==> src/rtl/aes_pkg.sv <==
// ---------------------------------------------------------------------------
// aes_pkg
// Shared AES definitions for the byte-serial and parallel datapath stages.
//   AES_BLOCK_BYTES : number of bytes in one 128-bit AES state
//   aes_byte_t      : one state byte
//   shift_idx       : source byte index for output byte j of ShiftRows
//   inv_shift_idx   : source byte index for output byte j of InvShiftRows
// Byte index j = 4*column + row (column-major), so j[1:0] is the row and
// j[3:2] is the column.
// ---------------------------------------------------------------------------
package aes_pkg;

  localparam int AES_BLOCK_BYTES = 16;

  typedef logic [7:0] aes_byte_t;

  // Forward ShiftRows: row r is rotated left by r, so output (r, c) comes
  // from column (c + r) mod 4. The 2-bit column sum wraps on its own.
  function automatic logic [3:0] shift_idx(input logic [3:0] j);
    logic [1:0] row;
    logic [1:0] col;
    row = j[1:0];
    col = j[3:2];
    return {2'(col + row), row};
  endfunction

  // InvShiftRows: row r is rotated right by r, so output (r, c) comes
  // from column (c - r) mod 4.
  function automatic logic [3:0] inv_shift_idx(input logic [3:0] j);
    logic [1:0] row;
    logic [1:0] col;
    row = j[1:0];
    col = j[3:2];
    return {2'(col - row), row};
  endfunction

endpackage

==> src/rtl/aes_byte_bank.sv <==
// ---------------------------------------------------------------------------
// aes_byte_bank
// One 16 x 8-bit register bank with a "full" flag, used as half of a
// ping-pong buffer.
// Ports:
//   clk, rst_n          : clock, asynchronous active-low reset
//   we, widx, wdata     : byte write (registered)
//   ridx, rdata         : combinational byte read
//   set_full, clr_full  : mark the bank as holding a complete block / empty
//   full                : registered full flag
// ---------------------------------------------------------------------------
module aes_byte_bank
  import aes_pkg::*;
(
  input  logic       clk,
  input  logic       rst_n,
  input  logic       we,
  input  logic [3:0] widx,
  input  logic [7:0] wdata,
  input  logic [3:0] ridx,
  output logic [7:0] rdata,
  input  logic       set_full,
  input  logic       clr_full,
  output logic       full
);

  aes_byte_t mem [AES_BLOCK_BYTES];

  // Byte storage. Reset wipes the contents so a discarded block can never
  // leak onto the output, and so the read mux shows 0x00 out of reset.
  always_ff @(posedge clk or negedge rst_n) begin
    if (!rst_n) begin
      for (int i = 0; i < AES_BLOCK_BYTES; i++) begin
        mem[i] <= '0;
      end
    end else if (we) begin
      mem[widx] <= wdata;
    end
  end

  // Full flag. The owner never sets and clears the same bank in one cycle
  // (the writer only targets a non-full bank, the reader only a full one),
  // so the priority between the two requests is irrelevant.
  always_ff @(posedge clk or negedge rst_n) begin
    if (!rst_n) begin
      full <= 1'b0;
    end else if (set_full) begin
      full <= 1'b1;
    end else if (clr_full) begin
      full <= 1'b0;
    end
  end

  assign rdata = mem[ridx];

endmodule

==> src/rtl/inv_shiftrows_serial.sv <==
// ---------------------------------------------------------------------------
// inv_shiftrows_serial
// Byte-serial AES (Inv)ShiftRows stage. A 16-byte state arrives in stream
// order on the input handshake, is captured into one of two banks, and is
// replayed in permuted order on the output handshake while the other bank
// fills, giving one byte per cycle sustained.
// Parameters:
//   INVERSE   : 1 = InvShiftRows order, 0 = forward ShiftRows order
// Ports:
//   clk, rst_n                       : clock, asynchronous active-low reset
//   in_valid, in_ready, in_data      : input byte stream
//   out_valid, out_ready, out_data   : output byte stream
//   out_last                         : marks the 16th output byte of a block
// ---------------------------------------------------------------------------
module inv_shiftrows_serial
  import aes_pkg::*;
#(
  parameter bit INVERSE = 1'b1
)
(
  input  logic       clk,
  input  logic       rst_n,
  input  logic       in_valid,
  output logic       in_ready,
  input  logic [7:0] in_data,
  output logic       out_valid,
  input  logic       out_ready,
  output logic [7:0] out_data,
  output logic       out_last
);

  logic       wr_bank;
  logic       rd_bank;
  logic [3:0] wr_cnt;
  logic [3:0] rd_cnt;
  logic [1:0] full;
  logic       wr_fire;
  logic       rd_fire;
  logic       wr_done;
  logic       rd_done;
  logic [3:0] rd_idx;
  aes_byte_t  rdata [2];

  // Handshake flags come straight from the registered full flags, so
  // in_ready never sees out_ready and out_valid never sees in_valid.
  assign in_ready  = !full[wr_bank];
  assign out_valid = full[rd_bank];

  assign wr_fire = in_valid && in_ready;
  assign rd_fire = out_valid && out_ready;
  assign wr_done = wr_fire && (wr_cnt == 4'd15);
  assign rd_done = rd_fire && (rd_cnt == 4'd15);

  // The permutation is applied on the read side: the bank holds bytes in
  // stream order and the read counter is mapped to the source byte.
  assign rd_idx = INVERSE ? inv_shift_idx(rd_cnt) : shift_idx(rd_cnt);

  // Outputs depend only on registers (pointers, counters, bank contents),
  // so they hold steady while the consumer stalls.
  assign out_data = rdata[rd_bank];
  assign out_last = out_valid && (rd_cnt == 4'd15);

  aes_byte_bank u_bank0 (
    .clk      (clk),
    .rst_n    (rst_n),
    .we       (wr_fire && !wr_bank),
    .widx     (wr_cnt),
    .wdata    (in_data),
    .ridx     (rd_idx),
    .rdata    (rdata[0]),
    .set_full (wr_done && !wr_bank),
    .clr_full (rd_done && !rd_bank),
    .full     (full[0])
  );

  aes_byte_bank u_bank1 (
    .clk      (clk),
    .rst_n    (rst_n),
    .we       (wr_fire && wr_bank),
    .widx     (wr_cnt),
    .wdata    (in_data),
    .ridx     (rd_idx),
    .rdata    (rdata[1]),
    .set_full (wr_done && wr_bank),
    .clr_full (rd_done && rd_bank),
    .full     (full[1])
  );

  // Write side: the 4-bit counter wraps from 15 to 0 by itself, and the
  // bank pointer flips once the 16th byte of a block has been stored.
  always_ff @(posedge clk or negedge rst_n) begin
    if (!rst_n) begin
      wr_cnt  <= 4'd0;
      wr_bank <= 1'b0;
    end else if (wr_fire) begin
      wr_cnt <= wr_cnt + 4'd1;
      if (wr_cnt == 4'd15) begin
        wr_bank <= !wr_bank;
      end
    end
  end

  // Read side mirrors the write side: after the 16th byte is taken the
  // bank is released (its full flag clears) and reading moves to the other.
  always_ff @(posedge clk or negedge rst_n) begin
    if (!rst_n) begin
      rd_cnt  <= 4'd0;
      rd_bank <= 1'b0;
    end else if (rd_fire) begin
      rd_cnt <= rd_cnt + 4'd1;
      if (rd_cnt == 4'd15) begin
        rd_bank <= !rd_bank;
      end
    end
  end

endmodule
==> config.mk <==
export PLATFORM = sky130hd
export DESIGN_NAME = inv_shiftrows_serial
export DESIGN_NICKNAME = d
export VERILOG_FILES = /design/src/rtl/aes_pkg.sv /design/src/rtl/aes_byte_bank.sv /design/src/rtl/inv_shiftrows_serial.sv
export SDC_FILE = /design/constraint.sdc
export NUM_CORES = 1
export LEC_CHECK = 0
export CORE_ASPECT_RATIO = 1.25
export CORE_UTILIZATION = 40
export CTS_BUF_LIST = sky130_fd_sc_hd__clkbuf_8
export CTS_CLUSTER_SIZE = 12
export DETAILED_ROUTE_END_ITERATION = 16
export REMOVE_ABC_BUFFERS = 1
export SYNTH_ARGS = -nofsm -noshare
export SYNTH_HDL_FRONTEND = slang
export SYNTH_SLANG_ARGS = --single-unit
==> constraint.sdc <==
create_clock -name clk -period 2.95 [get_ports clk]
set_input_delay 0.295 -clock clk [delete_from_list [all_inputs] [get_ports clk]]
set_output_delay 0.295 -clock clk [all_outputs]
set_load 0.005 [all_outputs]
Yosys cells after proc, flatten, opt, wreduce, memory -nomap -nowiden
Cells that the tools add are included.
- add/sub/neg operators: 3
- reductions and logical operators: 19
- order comparisons: 6
- equality and inequality tests: 2
- mux-type cells: 21
- bitwise gates (word level): 3
- operators by type and width (operator ; count):
    $bwmux W128 ; 2
    $bmux W8 S4 ; 2
    $mux W8 ; 8
    $demux W8 S4 ; 1
    $logic_and A1 B1 Y1 ; 12
    $ge A5 B5 Y1 const B ; 2
    $not A4 Y5 ; 2
    $add A4 B1 Y4 const B ; 2
    $eq A4 B4 Y1 const B ; 2
    $mux W1 ; 8
    $lt A5 B1 Y1 const B ; 1
    $lt A1 B2 Y1 const B ; 2
    $reduce_and A2 Y1 ; 2
    $reduce_bool A2 Y1 ; 2
    $logic_not A1 Y1 ; 3
    $ge A2 B2 Y1 const B ; 1
    $not A1 Y2 ; 1
    $sub A2 B2 Y2 ; 1
- register bits after elaboration: 268
- output and inout bits: 11
- word-level logic and storage cells: 92
- input port bits: 12

Logic depth before layout (Yosys ltp)
Gate-level depths: netlist of run 1.
- depth after elaboration: 8
- mapped depth: 8
- depth with buffers taken out: 6

By module
From an unflattened synthesis of run 1, not the netlist that was laid out.
- cell total of the unflattened synthesis: 795
- area, all modules: 12553.3 µm²
- modules (own cells, without submodules) (module ; sequential area each (µm²) ; area an instance (µm²) ; cells each ; times used):
    aes_byte_bank ; 3228.1 ; 5952.0 ; 368 ; 2
    inv_shiftrows_serial ; 250.2 ; 649.4 ; 59 ; 1

Worst setup path before layout of run 1
Ideal clock, no wire load.
- path kind: register to output
- from: reg rd_cnt[0]
- to: out out_data[3]
- path buffers: 3
- arrival time: 1911 ps
- required time: 2655 ps
- stages on the path, launching flop included: 8
- path slack: 744 ps
- path through: dfrtp_1 -> ha_1 -> buf_2 -> clkbuf_1 -> buf_2 -> mux4_2 -> nand2_1 -> nand2_1
- longest elaborated chain between the ends: 8
- elaborated cells on any way between the ends: 11
- those cells by class: add/sub (1); mux (9); bitwise (1)
- RTL lines (what ; line ; source):
    start, declared ; inv_shiftrows_serial.sv:35 ; logic [3:0] rd_cnt;
    start signal, assigned ; inv_shiftrows_serial.sv:110 ; rd_cnt <= rd_cnt + 4'd1;
    $sub A2 B2 Y2 ; aes_pkg.sv:34 ; return {2'(col - row), row};
    $not A4 Y5 (implied by the code) * ; aes_byte_bank.sv:54 ; assign rdata = mem[ridx];
    $bmux W8 S4 ; aes_byte_bank.sv:54 ;
    $mux W8 (implied by the code) (2 in series) ; aes_byte_bank.sv:54 ;
    $mux W8 (implied by the code) * (3 in series) ; inv_shiftrows_serial.sv:60 ; assign out_data = rdata[rd_bank];
    end, declared ; inv_shiftrows_serial.sv:28 ; output logic [7:0] out_data,
Every way passes the cells marked *; elsewhere a longest branch is shown, timed or not. The select of a mux whose other input is x is not followed.

Worst setup path after layout of run 1
- from: reg rd_cnt[0]
- to: out out_data[5]
Same word-level chain as after synthesis.

==> results_dict.tcl, run 1 <==
set metrics [dict create \
    setup.worst_path.start_class "register" \
    largest_net_degree_at_the_start_of_global_routing 89 \
    count_of_vias_placed_by_the_detailed_router 7045 \
    antenna_cells_inserted 0 \
    final.hold.worst_slack_ns 0.285 \
    tritoncts_clock_tree "built" \
    hold_viol 0 \
    outcome "finished with violations" \
    met3WireLength_um 934 \
    remaining_number_of_nets_flagged_by_the_antenna_check_after_routing 0 \
    placeableCoreArea_um2 30200 \
    synthCells 784 \
    switching_fraction_of_total_power_pct 32.7 \
    syn-cell-area_um2 12300 \
    drt-vias-per-instance 5.43 \
    initial_utilization_pct 40.8 \
    globalRouteOverflowTotal 0 \
    worst_hold_path_type "in2async" \
    combinationalPowerShare_pct 44.9 \
    clock-sinks 268 \
    synth_warnings 0 \
    drt-wirelength-per-cell_um 23.1 \
    antenna_found_initial 0 \
    intPower_mw 11.3 \
    crit_type "reg2out" \
    setup_total_negative_slack_ns -0.722 \
    placed_area_um2 13100 \
    h-tree-depth 2 \
    timing.reg2reg.worst_path_depth 4 \
    cts_clock_pin_slew_for_the_worst_setup_and_hold_paths_ns 0.06 \
    synth-seq-cells 268 \
    floorplan.rows 71 \
    die_width_um 159 \
    finalPower_mw 16.8 \
    layout_commonest_cell "sky130_fd_sc_hd__dfrtp_1" \
    unrepaired_setup_endpoints_after_global_routing "yes" \
    io_buffers 22 \
    clock-skew-final_ns 0.0245 \
    flow.area_growth_from_synthesis_pct 18.8 \
    top_signal_layer_used "met4" \
    async_reset_ff_share_pct 100 \
    max_fanout_on_critical_path 4 \
    grt_pass1_wl_um 47300 \
    routedLengthMet1_um 12600 \
    detail_route.wirelength_um 30000 \
    finalInstanceArea_um2 14600 \
    powerDensity_nw_per_um2 1150 \
    crit_path_end_kind "output pin" \
    net-switching-power_mw 5.48 \
    drc 0 \
    cts_buffer_depth 3 \
    violated_checks "negative setup slack" \
    height_of_the_die_um 198 \
    grt_util_all_layers_pct 20.1 \
    worstPathCellList "buf_16 -> buf_12 -> buf_12 -> mux4_2 -> mux4_2 -> nand2_2 -> o41ai_2 -> buf_2" \
    power_frac_clock_pct 19.7 \
    cellLeakagePower_nw 6.67 \
    insertion_delay_ns 0.58 \
    ys.flop_type "sky130_fd_sc_hd__dfrtp_1" \
    setup_ws_ns -0.141 \
    cts-buffers-inserted 43 \
    detailedRoute.firstIterationViolations 335 \
    dp_hpwl_um 18800 \
    maxCapViolCount 0 \
    count_of_buffer_and_inverter_cells_on_the_critical_path 4 \
    slew_headroom_pct 23.2 \
    design.portCount 23 \
    ratio_of_cells_with_drive_above_1_in_the_final_layout_pct 55.8 \
    place_congestion 0.825 \
    sequentialPowerShare_pct 35.5 \
    cp_top_family "multiplexers" \
    period_needed_ns 3.09 \
    synth_cell_type_count 37 \
    setup_viol 8 \
    final_max_slew_viol_count 0 \
    fin_nets 879 \
    dr.pass1.iters 4 \
    synth_sequential_area_ratio_pct 54.5 \
    timing.critical_path.slowest_stage_cell "sky130_fd_sc_hd__dfrtp_4" \
    wl_met2_um 15500 \
    ctsRootBufferMaster "sky130_fd_sc_hd__clkbuf_8" \
    synth.avg_cell_area_um2 15.7 \
    highest_count_cells_in_the_layout_ignoring_fill_and_taps "sky130_fd_sc_hd__dfrtp_1, sky130_fd_sc_hd__mux2_2, sky130_fd_sc_hd__mux4_2" \
    crit_required_ns 2.65 \
    timing_worst_slew_pin_value_ns 1.15 \
    max-vdd-ir-drop_mv 0.549 \
    first_global_vias 7783 \
    dieArea_um2 31500 \
    edff_count_synth 0 \
    critical_path_arrival_ns 2.80 \
    critical-path-max-stage-delay_ns 0.54 \
    fmax_mhz 324 \
    post-route-period-util_pct 105 \
    timing.critical_path.depth 8 \
]
cell type report:
| class | instances | area, um2 |
|---|---|---|
| fillers | 2577 | 15600 |
| clock inverters | 27 | 176 |
| repair buffers | 84 | 990 |
| multi-input cells | 458 | 5490 |
| clock buffers | 53 | 729 |
| inverters | 6 | 22.5 |
| flip-flops and latches | 268 | 6710 |
| well taps | 401 | 502 |
through the flow:
stage,instances,setup slack (ns),util [%]
global route,1297,-0.202,48.4
CTS,1291,-0.193,48.1
global placement,1182,-0.0637,43.4
floorplan,732,-1.93,-
finish,1297,-0.141,48.4
detailed placement,1182,-0.0712,43.4
timing repair:
item                                   CTS  global route
setup buffers                           25             6
gates resized for setup                 67            11
endpoints found under the hold margin   72             0
gates cloned                             4             0
setup endpoints to repair                8             8
pin swaps                               12             9
hold buffers                             1             0
power by group through the flow:
stage               clock network [mW]  logic, mW  registers (mW)
CTS                               3.39       7.40            5.94
global placement                     0       6.36            5.87
finish                            3.29       7.52            5.94
global route                      3.55       7.99            6.10
floorplan                            0       3.99            5.93
detailed placement                   0       6.48            5.98
flip-flops by register name, indices dropped and copies added (netlist names):
register and cells:
u_bank1.mem 128, rd_cnt 4, u_bank1.full 1, wr_cnt 4
u_bank0.full 1, rd_bank 1, wr_bank 1, u_bank0.mem 128
worst register-to-register path, cell delays in order, from the launching register on:
cell                      delay (ns)
sky130_fd_sc_hd__dfrtp_1        0.47
sky130_fd_sc_hd__mux2i_1        0.52
sky130_fd_sc_hd__nand4_1        0.30
sky130_fd_sc_hd__nor2_2         0.58
sky130_fd_sc_hd__mux2_2         0.42
per-layer routing:
metal,GRT usage [%],up-vias
met5,0,-
met4,8.48,0
met3,3.27,62
met2,34.4,128
met1,25.3,3791
li1,-,3064
path summary, 6_finish.rpt:
| kind | startpoint | end | slack [ns] |
|---|---|---|---|
| hold / removal | rst_n | u_bank1.mem[101]$_DFFE_PN0P_ | 0.28 |
| setup / recovery | rd_cnt[0]$_DFFE_PN0P_ | out_data[5] | -0.14 |
| hold reg to reg | u_bank0.mem[111]$_DFFE_PN0P_ | u_bank0.mem[111]$_DFFE_PN0P_ | 0.49 |
| setup reg to reg | wr_bank$_DFFE_PN0N_ | u_bank1.mem[6]$_DFFE_PN0P_ | 0.53 |
| min in group clk | out_ready | rd_bank$_DFFE_PN0N_ | 0.47 |
| max in group asynchronous | rst_n | u_bank1.mem[57]$_DFFE_PN0P_ | 1.70 |
Yosys cell counts (all sizes together), types with 2 or more instances:
cell | count | share of area [%]
nand2b | 2 | 0.10
mux2 | 264 | 24
mux2i | 4 | 0.33
nor3 | 2 | 0.12
a21o | 2 | 0.12
nor2b | 5 | 0.25
o22ai | 3 | 0.15
mux4 | 71 | 13
nor2 | 21 | 0.90
a211oi | 7 | 0.43
xnor2 | 6 | 0.43
dfrtp | 268 | 54
nand2 | 36 | 1.1
xor2 | 3 | 0.21
ha | 6 | 0.61
buf | 13 | 0.73
nand4 | 2 | 0.10
and2 | 4 | 0.20
inv | 6 | 0.18
clkbuf | 39 | 1.2
a22oi | 3 | 0.18
nand3 | 8 | 0.33
cells by family after synthesis:
logic type / synth area share (%)
compound gates: 1.14
xor+xnor: 0.823
mux: 37.5
buf+inv: 2.10
flops: 54.5
fa+ha+maj: 0.610
simple gates: 3.37
Note: power is estimated with default switching activity, not from simulation.
==> run 2, diff against run 1 <==
CTS_CLUSTER_SIZE = 16   (was 12)
==> run 2 against run 1 <==
Against the previous run: the flow still finishes with violations (negative setup slack); sequential cell count stayed put; critical path depth stayed put; clock skew hardly changed; global-route usage is 0.065 points lower; critical endpoint is now out_data[7].
==> results_dict.tcl, run 2 (synthesis results as in run 1) <==
set metrics [dict create \
    cts-buffers-inserted 43 \
    crit_type "reg2out" \
    layout_commonest_cell "sky130_fd_sc_hd__dfrtp_1" \
    floorplan.rows 71 \
    layoutNonFillerInstCount 1298 \
    powerDensity_nw_per_um2 1150 \
    ratio_of_cells_with_drive_above_1_in_the_final_layout_pct 56.0 \
    globalRouteOverflowTotal 0 \
    intPower_mw 11.4 \
    crit_path_end_kind "output pin" \
    sequentialPowerShare_pct 35.3 \
    post-place-cells 1182 \
    net-switching-power_mw 5.45 \
    remaining_number_of_nets_flagged_by_the_antenna_check_after_routing 0 \
    period_needed_ns 3.06 \
    cts_clock_pin_slew_for_the_worst_setup_and_hold_paths_ns 0.07 \
    unrepaired_setup_endpoints_after_global_routing "yes" \
    place_congestion 0.825 \
    outcome "finished with violations" \
    cts_buffer_depth 3 \
    biggestRegsByFlops "u_bank0.mem x128, u_bank1.mem x128" \
    detailedRoute.firstIterationViolations 417 \
    final_max_slew_viol_count 0 \
    drt-wirelength-per-cell_um 23.1 \
    max-vdd-ir-drop_mv 0.488 \
    setup.worst_path.start_class "register" \
    slew_headroom_pct 20.8 \
    clock-sinks 268 \
    max_fanout_on_critical_path 5 \
    highest_count_cells_in_the_layout_ignoring_fill_and_taps "sky130_fd_sc_hd__dfrtp_1, sky130_fd_sc_hd__mux2_2, sky130_fd_sc_hd__mux4_2" \
    timing_worst_slew_pin_value_ns 1.18 \
    tritoncts_clock_tree "built" \
    fmax_mhz 326 \
    antenna_cells_inserted 0 \
    combinationalPowerShare_pct 45.2 \
    initial_utilization_pct 40.8 \
    power_frac_clock_pct 19.5 \
    fin_nets 883 \
    switching_fraction_of_total_power_pct 32.4 \
    grt_util_all_layers_pct 20.0 \
    setup_viol 8 \
    placeableCoreArea_um2 30200 \
    drc 0 \
    dr.pass1.iters 4 \
    cellLeakagePower_nw 6.70 \
    worst_hold_path_type "in2async" \
    final_util_pct 48.5 \
    maxCapViolCount 0 \
    insertion_delay_ns 0.57 \
    first_global_vias 7762 \
    detail_route.wirelength_um 30000 \
    largest_net_degree_at_the_start_of_global_routing 89 \
    h-tree-depth 2 \
    crit_required_ns 2.65 \
    ctsRootBufferMaster "sky130_fd_sc_hd__clkbuf_8" \
    antenna_found_initial 0 \
    setup_ws_ns -0.115 \
    clock-skew-final_ns 0.0247 \
    drt-vias-per-instance 5.44 \
    dieArea_um2 31500 \
    grt_pass1_wl_um 47300 \
    count_of_vias_placed_by_the_detailed_router 7061 \
    dp_hpwl_um 18800 \
    die_width_um 159 \
    critical_path_arrival_ns 2.77 \
    hold_viol 0 \
    post-route-period-util_pct 104 \
    height_of_the_die_um 198 \
    violated_checks "negative setup slack" \
    flow.area_growth_from_synthesis_pct 19.0 \
    io_buffers 22 \
    design.portCount 23 \
]
run 2: final timing paths:
path,endpoint,start,slack [ns],cells past startpoint
worst max register to register,u_bank1.mem[1]$_DFFE_PN0P_,wr_bank$_DFFE_PN0N_,0.53,4
worst min-delay path,u_bank1.mem[101]$_DFFE_PN0P_,rst_n,0.29,2
worst min register to register,u_bank0.mem[111]$_DFFE_PN0P_,u_bank0.mem[111]$_DFFE_PN0P_,0.49,1
max in group asynchronous,u_bank1.mem[57]$_DFFE_PN0P_,rst_n,1.70,3
min in group clk,rd_bank$_DFFE_PN0N_,out_ready,0.46,3
worst max-delay path,out_data[7],rd_cnt[0]$_DFFE_PN0P_,-0.11,8
run 2: area by class of cell:
class | count | area [um2]
Clock buffer | 58 | 798
Clock inverter | 19 | 101
Fill cell | 2570 | 15600
Inverter | 6 | 22.5
Multi-Input combinational cell | 458 | 5490
Sequential cell | 268 | 6710
Tap cell | 401 | 502
Timing Repair Buffer | 88 | 1020
run 2: stage by stage:
step           cell area [um2]  setup slack, ns  hold slack (ns)  setup TNS, ns  total power [mW]
2_1_floorplan            12100            -1.93        -0.000591         -17.75              9.92
3_3_place_gp             13100          -0.0637            0.295         -0.131              12.2
3_5_place_dp             13100          -0.0712            0.315         -0.175              12.5
4_1_cts                  14500           -0.188            0.303         -0.805              16.7
5_1_grt                  14600           -0.183            0.339          -1.16              17.7
6_report                 14600           -0.115            0.294         -0.575              16.8
run 2: power by group through the flow:
| stage | combinational [mW] | clock (mW) | sequential (mW) |
|---|---|---|---|
| 2_1_floorplan | 3.99 | 0 | 5.93 |
| 3_3_place_gp | 6.36 | 0 | 5.87 |
| 3_5_place_dp | 6.48 | 0 | 5.98 |
| 4_1_cts | 7.39 | 3.37 | 5.93 |
| 5_1_grt | 8.07 | 3.52 | 6.10 |
| 6_report | 7.59 | 3.28 | 5.94 |
run 2: repair_timing:
| action | in CTS | in global routing |
|---|---|---|
| endpoints found under the hold margin | 72 | 0 |
| pin swaps | 12 | 10 |
| hold buffers | 1 | 0 |
| resized for setup | 67 | 11 |
| gates cloned | 4 | 0 |
| buffers inserted | 25 | 10 |
| endpoints found under the setup margin | 8 | 8 |
run 2: metal layers:
metal,part of all wire (%),vias to the layer above,wire [um],global-route usage (%)
met5,0,-,0,0
met4,2.8,0,842,8.19
met3,3.0,54,906,2.95
met2,52,119,15700,34.6
met1,42,3822,12500,25.1
li1,-,3066,-,-
run 2: critical path, cell delays in order (launching register included):
cell,delay [ns]
sky130_fd_sc_hd__dfrtp_4,0.53
sky130_fd_sc_hd__buf_16,0.17
sky130_fd_sc_hd__buf_12,0.13
sky130_fd_sc_hd__buf_6,0.12
sky130_fd_sc_hd__mux4_2,0.43
sky130_fd_sc_hd__mux4_2,0.55
sky130_fd_sc_hd__nand2_1,0.09
sky130_fd_sc_hd__nand2_1,0.06
sky130_fd_sc_hd__buf_2,0.12
